--- config.mk ---
export PLATFORM = sky130hd
export DESIGN_NAME = wb_gpio_bank
export DESIGN_NICKNAME = d
export VERILOG_FILES = /design/src/rtl/gpio_bank_pkg.sv /design/src/rtl/gpio_bank_sync.sv /design/src/rtl/wb_gpio_bank.sv
export SDC_FILE = /design/constraint.sdc
export NUM_CORES = 1
export LEC_CHECK = 0
export BUFFER_PORTS_ARGS = -buffer_cell sky130_fd_sc_hd__buf_2
export CORE_ASPECT_RATIO = 1.5
export CORE_MARGIN = 2
export CORE_UTILIZATION = 49
export DETAILED_ROUTE_END_ITERATION = 16
export GPL_ROUTABILITY_DRIVEN = 0
export PLACE_DENSITY_LB_ADDON = 0.12
export SLEW_MARGIN = 40
export SYNTH_ARGS = -nofsm -noshare
export SYNTH_HDL_FRONTEND = slang
export SYNTH_HIERARCHICAL = 1
export SYNTH_SLANG_ARGS = --single-unit
--- constraint.sdc ---
create_clock -name wb_clk_i -period 6.98 [get_ports wb_clk_i]
set_input_delay 1.396 -clock wb_clk_i [delete_from_list [all_inputs] [get_ports wb_clk_i]]
set_output_delay 1.396 -clock wb_clk_i [all_outputs]
set_load 0.05 [all_outputs]
--- src/rtl/gpio_bank_pkg.sv ---
// gpio_bank_pkg: register map, reset values, address window mask and byte-lane helpers
// shared by the GPIO bank and its synchroniser.
package gpio_bank_pkg;

    typedef enum logic [5:0] {
        REG_OUT      = 6'h00,
        REG_OEB      = 6'h01,
        REG_IN       = 6'h02,
        REG_IRQ_EN   = 6'h03,
        REG_IRQ_STAT = 6'h04,
        REG_IRQ_POL  = 6'h05
    } reg_ofs_e;

    localparam logic [31:0] WIN_MASK     = 32'hFFFF_FF00;

    localparam logic [31:0] RST_OUT      = 32'h0000_0000;
    localparam logic [31:0] RST_OEB      = 32'hFFFF_FFFF;
    localparam logic [31:0] RST_IRQ_EN   = 32'h0000_0000;
    localparam logic [31:0] RST_IRQ_STAT = 32'h0000_0000;
    localparam logic [31:0] RST_IRQ_POL  = 32'h0000_0000;

    function automatic logic [31:0] lane_mask(input logic [3:0] sel);
        return {{8{sel[3]}}, {8{sel[2]}}, {8{sel[1]}}, {8{sel[0]}}};
    endfunction

    function automatic logic [31:0] merge_lanes(input logic [31:0] cur,
                                                input logic [31:0] wdat,
                                                input logic [3:0]  sel);
        logic [31:0] m;
        m = lane_mask(sel);
        return (cur & ~m) | (wdat & m);
    endfunction

endpackage

--- src/rtl/gpio_bank_sync.sv ---
// gpio_bank_sync: 2-flop pad synchroniser plus a delayed copy for per-pin edge detection
// with selectable polarity (0 = rising, 1 = falling).
module gpio_bank_sync #(
    parameter int W = 16
) (
    input  logic         clk,
    input  logic         rst,
    input  logic [W-1:0] pad_in,
    input  logic [W-1:0] pol,
    output logic [W-1:0] sync_q,
    output logic [W-1:0] edge_det
);

    logic [W-1:0] meta_q;
    logic [W-1:0] dly_q;
    logic [2:0]   fill_q;

    always_ff @(posedge clk) begin
        if (rst) begin
            meta_q <= '0;
            sync_q <= '0;
            dly_q  <= '0;
            fill_q <= '0;
        end else begin
            meta_q <= pad_in;
            sync_q <= meta_q;
            dly_q  <= sync_q;
            fill_q <= {fill_q[1:0], 1'b1};
        end
    end

    // Edges only count once sync and its delayed copy both hold real pad samples.
    assign edge_det = fill_q[2] ? ((sync_q & ~dly_q & ~pol) | (~sync_q & dly_q & pol)) : '0;

endmodule

--- src/rtl/wb_gpio_bank.sv ---
// wb_gpio_bank: Wishbone-classic GPIO bank (OUT/OEB/IN, optional edge interrupts).
// Interrupt registers and irq exist only when GPIO_BANK_IRQ_EN is defined.
module wb_gpio_bank
    import gpio_bank_pkg::*;
#(
    parameter int          NPINS    = 16,
    parameter logic [31:0] BASE_ADR = 32'h3000_0000
) (
    input  logic             wb_clk_i,
    input  logic             wb_rst_i,
    input  logic             wbs_stb_i,
    input  logic             wbs_cyc_i,
    input  logic             wbs_we_i,
    input  logic [3:0]       wbs_sel_i,
    input  logic [31:0]      wbs_adr_i,
    input  logic [31:0]      wbs_dat_i,
    output logic             wbs_ack_o,
    output logic [31:0]      wbs_dat_o,
    input  logic [NPINS-1:0] io_in,
    output logic [NPINS-1:0] io_out,
    output logic [NPINS-1:0] io_oeb,
    output logic             irq
);

    logic             in_window;
    logic             req;
    logic             wr;
    logic [5:0]       ofs;
    logic [31:0]      out_wr;
    logic [31:0]      oeb_wr;
    logic [31:0]      rdata;
    logic [NPINS-1:0] out_q;
    logic [NPINS-1:0] oeb_q;
    logic [NPINS-1:0] pin_sync;
    logic [NPINS-1:0] pin_edge;
    logic [NPINS-1:0] pol;

    assign in_window = (wbs_adr_i & WIN_MASK) == (BASE_ADR & WIN_MASK);
    assign req       = wbs_cyc_i & wbs_stb_i & in_window & ~wbs_ack_o;
    assign wr        = req & wbs_we_i;
    assign ofs       = wbs_adr_i[7:2];
    assign out_wr    = merge_lanes(32'(out_q), wbs_dat_i, wbs_sel_i);
    assign oeb_wr    = merge_lanes(32'(oeb_q), wbs_dat_i, wbs_sel_i);

    gpio_bank_sync #(.W(NPINS)) u_sync (
        .clk      (wb_clk_i),
        .rst      (wb_rst_i),
        .pad_in   (io_in),
        .pol      (pol),
        .sync_q   (pin_sync),
        .edge_det (pin_edge)
    );

`ifdef GPIO_BANK_IRQ_EN
    logic [NPINS-1:0] irq_en_q;
    logic [NPINS-1:0] irq_stat_q;
    logic [NPINS-1:0] irq_pol_q;
    logic [31:0]      en_wr;
    logic [31:0]      pol_wr;
    logic [31:0]      clr_mask;
    logic             unused_bits;

    assign en_wr    = merge_lanes(32'(irq_en_q), wbs_dat_i, wbs_sel_i);
    assign pol_wr   = merge_lanes(32'(irq_pol_q), wbs_dat_i, wbs_sel_i);
    assign clr_mask = (wr && ofs == REG_IRQ_STAT) ? (wbs_dat_i & lane_mask(wbs_sel_i)) : '0;
    assign pol      = irq_pol_q;

    // A new edge in the same cycle as its W1C leaves the status bit set.
    always_ff @(posedge wb_clk_i) begin
        if (wb_rst_i) begin
            irq_en_q   <= RST_IRQ_EN[NPINS-1:0];
            irq_stat_q <= RST_IRQ_STAT[NPINS-1:0];
            irq_pol_q  <= RST_IRQ_POL[NPINS-1:0];
            irq        <= 1'b0;
        end else begin
            if (wr && ofs == REG_IRQ_EN)  irq_en_q  <= en_wr[NPINS-1:0];
            if (wr && ofs == REG_IRQ_POL) irq_pol_q <= pol_wr[NPINS-1:0];
            irq_stat_q <= (irq_stat_q & ~clr_mask[NPINS-1:0]) | pin_edge;
            irq        <= |(irq_stat_q & irq_en_q);
        end
    end

    assign unused_bits = ^{wbs_adr_i[1:0], out_wr, oeb_wr, en_wr, pol_wr, clr_mask};
`else
    logic unused_bits;

    assign pol         = '0;
    assign irq         = 1'b0;
    assign unused_bits = ^{wbs_adr_i[1:0], out_wr, oeb_wr, pin_edge};
`endif

    always_comb begin
        rdata = '0;
        case (ofs)
            REG_OUT:      rdata = 32'(out_q);
            REG_OEB:      rdata = 32'(oeb_q);
            REG_IN:       rdata = 32'(pin_sync);
`ifdef GPIO_BANK_IRQ_EN
            REG_IRQ_EN:   rdata = 32'(irq_en_q);
            REG_IRQ_STAT: rdata = 32'(irq_stat_q);
            REG_IRQ_POL:  rdata = 32'(irq_pol_q);
`endif
            default:      rdata = '0;
        endcase
    end

    always_ff @(posedge wb_clk_i) begin
        if (wb_rst_i) begin
            out_q     <= RST_OUT[NPINS-1:0];
            oeb_q     <= RST_OEB[NPINS-1:0];
            wbs_ack_o <= 1'b0;
            wbs_dat_o <= '0;
        end else begin
            wbs_ack_o <= req;
            wbs_dat_o <= (req && !wbs_we_i) ? rdata : '0;
            if (wr && ofs == REG_OUT) out_q <= out_wr[NPINS-1:0];
            if (wr && ofs == REG_OEB) oeb_q <= oeb_wr[NPINS-1:0];
        end
    end

    assign io_out = out_q;
    assign io_oeb = oeb_q;

endmodule

======== After elaboration in Yosys (flattened, before gate mapping) ========
Index checks and enable logic that the tools add are counted.
storage, ports and cells
  RAM bits ................................ 0
  output and inout port bits .............. 66
  bits in latches ......................... 0
  register bits after elaboration ......... 97
  memories ................................ 0
  bits in read-only memories .............. 0
cells by class
  multipliers ............................. 0
  reductions and logical operators ........ 6
  $lt $le $gt $ge ......................... 0
  $add $sub $neg .......................... 0
  divide/modulo/power cells ............... 0
  eq/ne operators ......................... 3
  bitwise gates (word level) .............. 12
  shift-type cells ........................ 0
  mux-type cells .......................... 1
operators by type and width
  kind                  count
  $and 16x16->16        3
  $pmux 16 s3           1
  $or 16x16->16         2
  $eq 24x22->1 const B  1
  $not 16->16           1
  $eq 6x1->1 const B    1
  $eq 6x2->1 const B    1
  $logic_not 6->1       1
  $and 1x1->1           4
  $logic_and 1x1->1     3
  $not 1->1             2
  $reduce_or 2->1       1
  $logic_not 1->1       1

======== Longest topological paths before layout ========
Gate-level depths: netlist of run 1.
  word-level depth ........................ 6
  mapped depth ............................ 6

======== Hierarchy ========
The synthesis of run 1 kept the hierarchy.
by module, submodules not included
  module          cells each  area an instance (um^2)  sequential area each (um^2)  instances
  wb_gpio_bank    250         2407.3                   980.9                        1
  gpio_bank_sync  158         1779.2                   1021.0                       1

======== Least setup slack after synthesis of run 1 ========
Ideal clock, no wire load.
  path kind ............................... input to register
  start ................................... in wbs_adr_i[15]
  end ..................................... reg wbs_dat_o[10]
  setup slack ............................. 3.596 ns
  data arrival time ....................... 3.318 ns
  buffers on the path ..................... 2
  stages on the path ...................... 6
  path through ............................ or4_4 > or4_4 > or4_4 > buf_6 > buf_8 > nor2_1
on the way
  word-level cells in the longest chain between the ends .. 6
ends and longest elaborated chain
  what                       line                 RTL
  from (decl)                wb_gpio_bank.sv:15   input logic [31:0] wbs_adr_i,
  $eq 24x22->1               wb_gpio_bank.sv:38   assign in_window = (wbs_adr_i & WIN_MASK) == (BASE_ADR & WIN_MASK);
  $and 1x1->1 (2 in a row)   wb_gpio_bank.sv:39   assign req = wbs_cyc_i & wbs_stb_i & in_window & ~wbs_ack_o;
  $logic_and 1x1->1          wb_gpio_bank.sv:115  wbs_dat_o <= (req && !wbs_we_i) ? rdata : '0;
  $not 1->1 (no line)        -
  $reduce_or 2->1 (no line)  -
  to (signal assigned)       wb_gpio_bank.sv:115
  to (decl)                  wb_gpio_bank.sv:18   output logic [31:0] wbs_dat_o,
Every way passes these cells.
A chain may end at the register's enable or synchronous reset.

==> out/results.txt, run 1 <==
Grt ovf: 0
Final setup viols: 0
First-pass GRT wire length: 10350 um
Total number of vias: 2420
Kind of critical path: in -> reg
Hold buffer count at cts: 0
CTS tree: yes
Pre-antenna DRT Iters: 4
Power, Total: 0.0009000 W
DRT iter0 DRCs: 127
Clk sink count: 81
P_leak: 1.838 nW
Crit path capture type: flip-flop
Post-CTS setup buffers: 0
Mean routed wirelength per cell: 12.99 um
DIE AREA: 7363 um2
Number of routed nets with antenna violations: 0
Chip Height: 104.1 um
Num rows: 36
Vias in the first global route: 2179
Mapped Avg Cell Area: 10.26 um2
TritonCTS Buffers: 9
PD cells: 223.3 nW/um2
Core area: 6486 um2
Vias per cell: 4.745
TNS Setup: 0 ns
Slew @ Worst Pin: 0.7609 ns
Slew HR: 49.22%
Final Max Slew Viols: 0
N_diodes: 0
Final Hold Fails: 0
Post-synthesis cell count: 319
Share of layout cells above drive strength 1: 36.18%
DP HPWL: 4603 um
Max Cap Violations: 0
Final Cell Area: 4030 um2
Die width: 70.73 um
Final period utilization: 51.50%
Crit path DAT: 3.86 ns
Initial antenna violation count: 0
Overall routed net length: 6624 um
Pin count of the biggest net entering global routing: 99
Starting Density: 50.46%
Global Route Usage Sum: 17.83%
Peak supply drop: 0.0001317 V
Ys Warns: 6
H-Tree Depth: 3
Status: finished, final reports clean
Num ports: 155
Clk Latency, worst-skew pair: 0.35 ns
Worst-path fanout max: 18
Post-CTS Resized: 0
# port buffers: 117
Critical Path Source Type: input port
Max Freq: 0.2782 GHz
CTS clk-pin slew, worst paths: 0.08 ns
Clock Tree Root: clkbuf_8
Worst Hold Class: reg -> reg
Area Growth Syn to Fin: 23.13%
Mapped cell area: 3273 um2
RSZ-0062 raised after global routing: false
Clock Skew: 0.009030 ns
Placed Area: 3815 um2
CP required: 7.25 ns
Tmin final: 3.595 ns
Max Root-Sink Buffers: 2
Final #Nets: 518
Residual DRC count: 0
placed cells by master (no fill, tap or decap), types with 2 or more instances in the layout:
cell       instances
buf_2            117
dfxtp_1           81
nor2_1            47
nor2b_1           33
mux2i_1           32
nand2b_1          32
conb_1            17
mux2_2            16
a22oi_1           16
clkbuf_8           9
clkbuf_1           4
or4_1              3
nor4_1             3
or4_4              3
nor2_2             2
nand4_1            2
bufinv_16          2
buf_4              2
worst max-delay path, stage by stage:
cell and delay (ns):
buf_2 0.09, or4_1 0.63, nor3b_4 0.68, nand4b_1 0.72, mux2i_1 0.34
area by class of cell:
| cell class | instances | area [um2] |
|---|---|---|
| clock buffers | 13 | 138.9 |
| clock inverters | 3 | 65.06 |
| fillers | 576 | 2456 |
| multi-input cells | 217 | 1498 |
| flip-flops and latches | 81 | 1622 |
| well taps | 76 | 95.09 |
| repair buffers | 120 | 611.8 |
report_power, final:
group	total [W]	switching (W)	internal, W
clock	0.000355	0.000153	0.000202
sequential	0.000472	0.00000164	0.000470
combinational	0.0000731	0.0000438	0.0000293
per-layer routing:
metal  vias up  GRT usage, %  part of all wire, %  routed length [um]
met5         -             0                    0                   0
met4         0         10.11                  2.2                 149
met3         9         3.488                  6.9                 455
met2        97         27.64                   46                3074
met1      1066         22.91                   44                2944
li1       1248             -                    -                   -
metrics by stage:
| step | std cells | hold slack [ns] | util, % | setup WS (ns) |
|---|---|---|---|---|
| 5_1_grt | 510 | 0.4520 | 62.13 | 3.221 |
| 4_1_cts | 509 | 0.4377 | 61.96 | 3.369 |
| 2_1_floorplan | 335 | 0.4138 | - | 3.596 |
| 3_5_place_dp | 493 | 0.4212 | 58.82 | 3.009 |
| 6_report | 510 | 0.4361 | 62.13 | 3.385 |
| 3_3_place_gp | 493 | 0.4180 | 58.68 | 2.711 |
final timing paths:
check                                       start                end  slack, ns  cells past startpoint
worst max-delay path                 wbs_adr_i[7]          flip-flop       3.39                      5
worst min-delay path            u_sync/meta_q[12]  u_sync/sync_q[12]       0.44                      1
worst max register to register          wbs_ack_o          flip-flop       4.71                      5
worst min register to register  u_sync/meta_q[12]  u_sync/sync_q[12]       0.44                      1
No activity file was read; power rests on OpenSTA's default activity.
==> run 2, diff against run 1 <==
--- a/config.mk
+++ b/config.mk
@@ -8,7 +8,7 @@
 export BUFFER_PORTS_ARGS = -buffer_cell sky130_fd_sc_hd__buf_2
 export CORE_ASPECT_RATIO = 1.5
 export CORE_MARGIN = 2
-export CORE_UTILIZATION = 49
+export CORE_UTILIZATION = 45
 export DETAILED_ROUTE_END_ITERATION = 16
 export GPL_ROUTABILITY_DRIVEN = 0
 export PLACE_DENSITY_LB_ADDON = 0.12
==> constraint.sdc (replaced) <==
create_clock -name wb_clk_i -period 3 [get_ports wb_clk_i]
set_input_delay 0.6 -clock wb_clk_i [delete_from_list [all_inputs] [get_ports wb_clk_i]]
set_output_delay 0.6 -clock wb_clk_i [all_outputs]
set_load 0.05 [all_outputs]
==> run 2 against run 1 <==
Worst setup slack worse by 2.7 ns. Combinational power up 130%. Sequential share of layout area down 0.10 points. Clock power up 100%. Count of clock-buffer cells in the layout down 1. Critical path depth unchanged. Sequential power up 130%. Cell area up 0.25%. Global-route usage down 0.42 points. Via count down 0.58%.
==> out/results.txt, run 2 (same netlist as run 1, synthesis figures left out) <==
Status: finished, final reports clean
Max Freq: 0.4318 GHz
N_diodes: 0 (unchanged)
Num rows: 38 (+5.6%)
FILL cells: 664 (+15%)
FF-to-FF Start: wbs_ack_o
Final period utilization: 77.19%
Worst-case reg-to-reg path depth: 4 (-1)
Reg-to-Reg End: wbs_dat_o[2]
Area of the multi-input gates: 1489 um2 (-0.58%)
R2R Setup Slk: 0.82 ns (-3.89 ns)
Post-CTS setup buffers: 0 (unchanged)
CTS clk-pin slew, worst paths: 0.08 ns (about the same)
Share of layout cells above drive strength 1: 37.44% (+1.3 points)
First-pass GRT wire length: 10250 um (-0.94%)
Overall routed net length: 6869 um (+3.7%)
TritonCTS Buffers: 9 (unchanged)
Num ports: 155 (unchanged)
Vias in the first global route: 2121 (-2.7%)
DP HPWL: 4775 um (+3.7%)
Kind of critical path: in -> reg
Final #Nets: 523 (+0.97%)
Clk sink count: 81 (unchanged)
CTS tree: yes
Residual DRC count: 0 (unchanged)
DIE AREA: 7986 um2 (+8.5%)
Post-route insts no fill: 518 (+1.6%)
Initial antenna violation count: 0 (unchanged)
Number of routed nets with antenna violations: 0 (unchanged)
Final Max Slew Viols: 0 (unchanged)
Starting Density: 45.89% (-4.6 points)
Worst-path fanout max: 16 (-2)
Area Growth Syn to Fin: 23.43%
Hold Path Sink: u_sync/sync_q[11]
Worst hold stages: 1 (unchanged)
Register area: 1622 um2 (unchanged)
Grt ovf: 0 (unchanged)
Clock Tree Root: clkbuf_8
Pin count of the biggest net entering global routing: 98 (-1.0%)
RSZ-0062 raised after global routing: false
Slew HR: 61.64% (+12 points)
Pre-antenna DRT Iters: 4 (unchanged)
Max Cap Violations: 0 (unchanged)
Tmin final: 2.316 ns
Most frequent cells in the layout: buf_2 (117), dfxtp_1 (81), nor2_1 (48), nor2b_1 (33)
Placed Area: 3856 um2 (+1.1%)
DRT iter0 DRCs: 110 (-13%)
TNS Setup: 0 ns (unchanged)
P_leak: 1.854 nW (+0.89%)
Crit path DAT: 2.61 ns (-1.25 ns)
Critical Path Source Type: input port
Fin util: 56.65% (-5.5 points)
Clk Latency, worst-skew pair: 0.35 ns (about the same)
Final setup viols: 0 (unchanged)
Peak supply drop: 0.0003544 V (+170%)
Final Cell Area: 4040 um2 (+0.25%)
CP required: 3.29 ns (-3.96 ns)
Clock Skew: 0.007146 ns (-0.001884 ns)
PD cells: 492.8 nW/um2 (+120%)
Mean routed wirelength per cell: 13.26 um (+2.1%)
Hold WS: 0.4361 ns (-0.00001000 ns)
Post-CTS Resized: 0 (unchanged)
Vias per cell: 4.645 (-2.1%)
Die width: 73.64 um (+4.1%)
Core area: 7132 um2 (+10%)
Max Root-Sink Buffers: 2 (unchanged)
Worst Hold Class: reg -> reg
Hold buffer count at cts: 0 (unchanged)
Chip Height: 108.5 um (+4.2%)
Slew @ Worst Pin: 0.5754 ns (-0.1855 ns)
Crit path capture type: flip-flop
# port buffers: 117 (unchanged)
Commonest non-fill, non-tap cell in the layout: buf_2
Dpl cells: 503 (+2.0%)
Global Route Usage Sum: 17.41% (-0.42 points)
H-Tree Depth: 3 (unchanged)
Final Hold Fails: 0 (unchanged)
Total number of vias: 2406 (-0.58%)
Hold path start: u_sync/meta_q[11]
==> run 2: cell count changes in the layout (fill, tap and decap cells not counted), moves of 2 or more <==
cell	delta
clkinv_2	+2
clkbuf_8	+3
buf_4	+5
clkbuf_1	-4
bufinv_16	-2
==> run 2: worst max path at each step <==
stage,start,to,slack [ns],depth (start not counted)
floorplan,wbs_adr_i[15],wbs_dat_o[10],0.41,6
global placement,wbs_adr_i[15],wbs_dat_o[11],0.33,5
detailed placement,wbs_adr_i[15],wbs_dat_o[2],0.32,5
CTS,wbs_adr_i[15],wbs_dat_o[10],0.70,5
global route,wbs_adr_i[16],wbs_dat_o[9],0.65,5
finish,wbs_adr_i[15],wbs_dat_o[2],0.68,5
==> run 2: worst max-delay path: stages <==
cell    delay (ns)
buf_2         0.10
or4_4         0.52
or4_4         0.60
or4_4         0.64
nor2_1        0.15
==> run 2: layout make-up <==
| cell class | count | share of cell area [%] |
|---|---|---|
| well taps | 80 | 2.478 |
| clock inverters | 3 | 0.3716 |
| clock buffers | 12 | 4.088 |
| flip-flops and latches | 81 | 40.14 |
| multi-input cells | 217 | 36.85 |
| repair buffers | 125 | 16.07 |
==> run 2: routing by layer <==
metal	track usage, %	up-vias	part of all wire, %
met5	0	-	0
met4	9.351	0	2.3
met3	5.126	8	7.4
met2	26.47	108	46
met1	21.90	1033	45
li1	-	1257	-
==> run 2: report_power, final <==
part | internal [W] | switching (W)
clock network | 0.000360 | 0.000364
logic | 0.0000684 | 0.000101
registers | 0.00109 | 0.00000432
total | 0.00152 | 0.000469
==> run 2: per-stage QoR <==
stage,setup WS (ns),power (W)
after floorplan,0.4119,0.001253
after global placement,0.3307,0.001291
after detailed placement,0.3175,0.001292
after CTS,0.6970,0.002014
after global routing,0.6514,0.002073
final,0.6842,0.001991
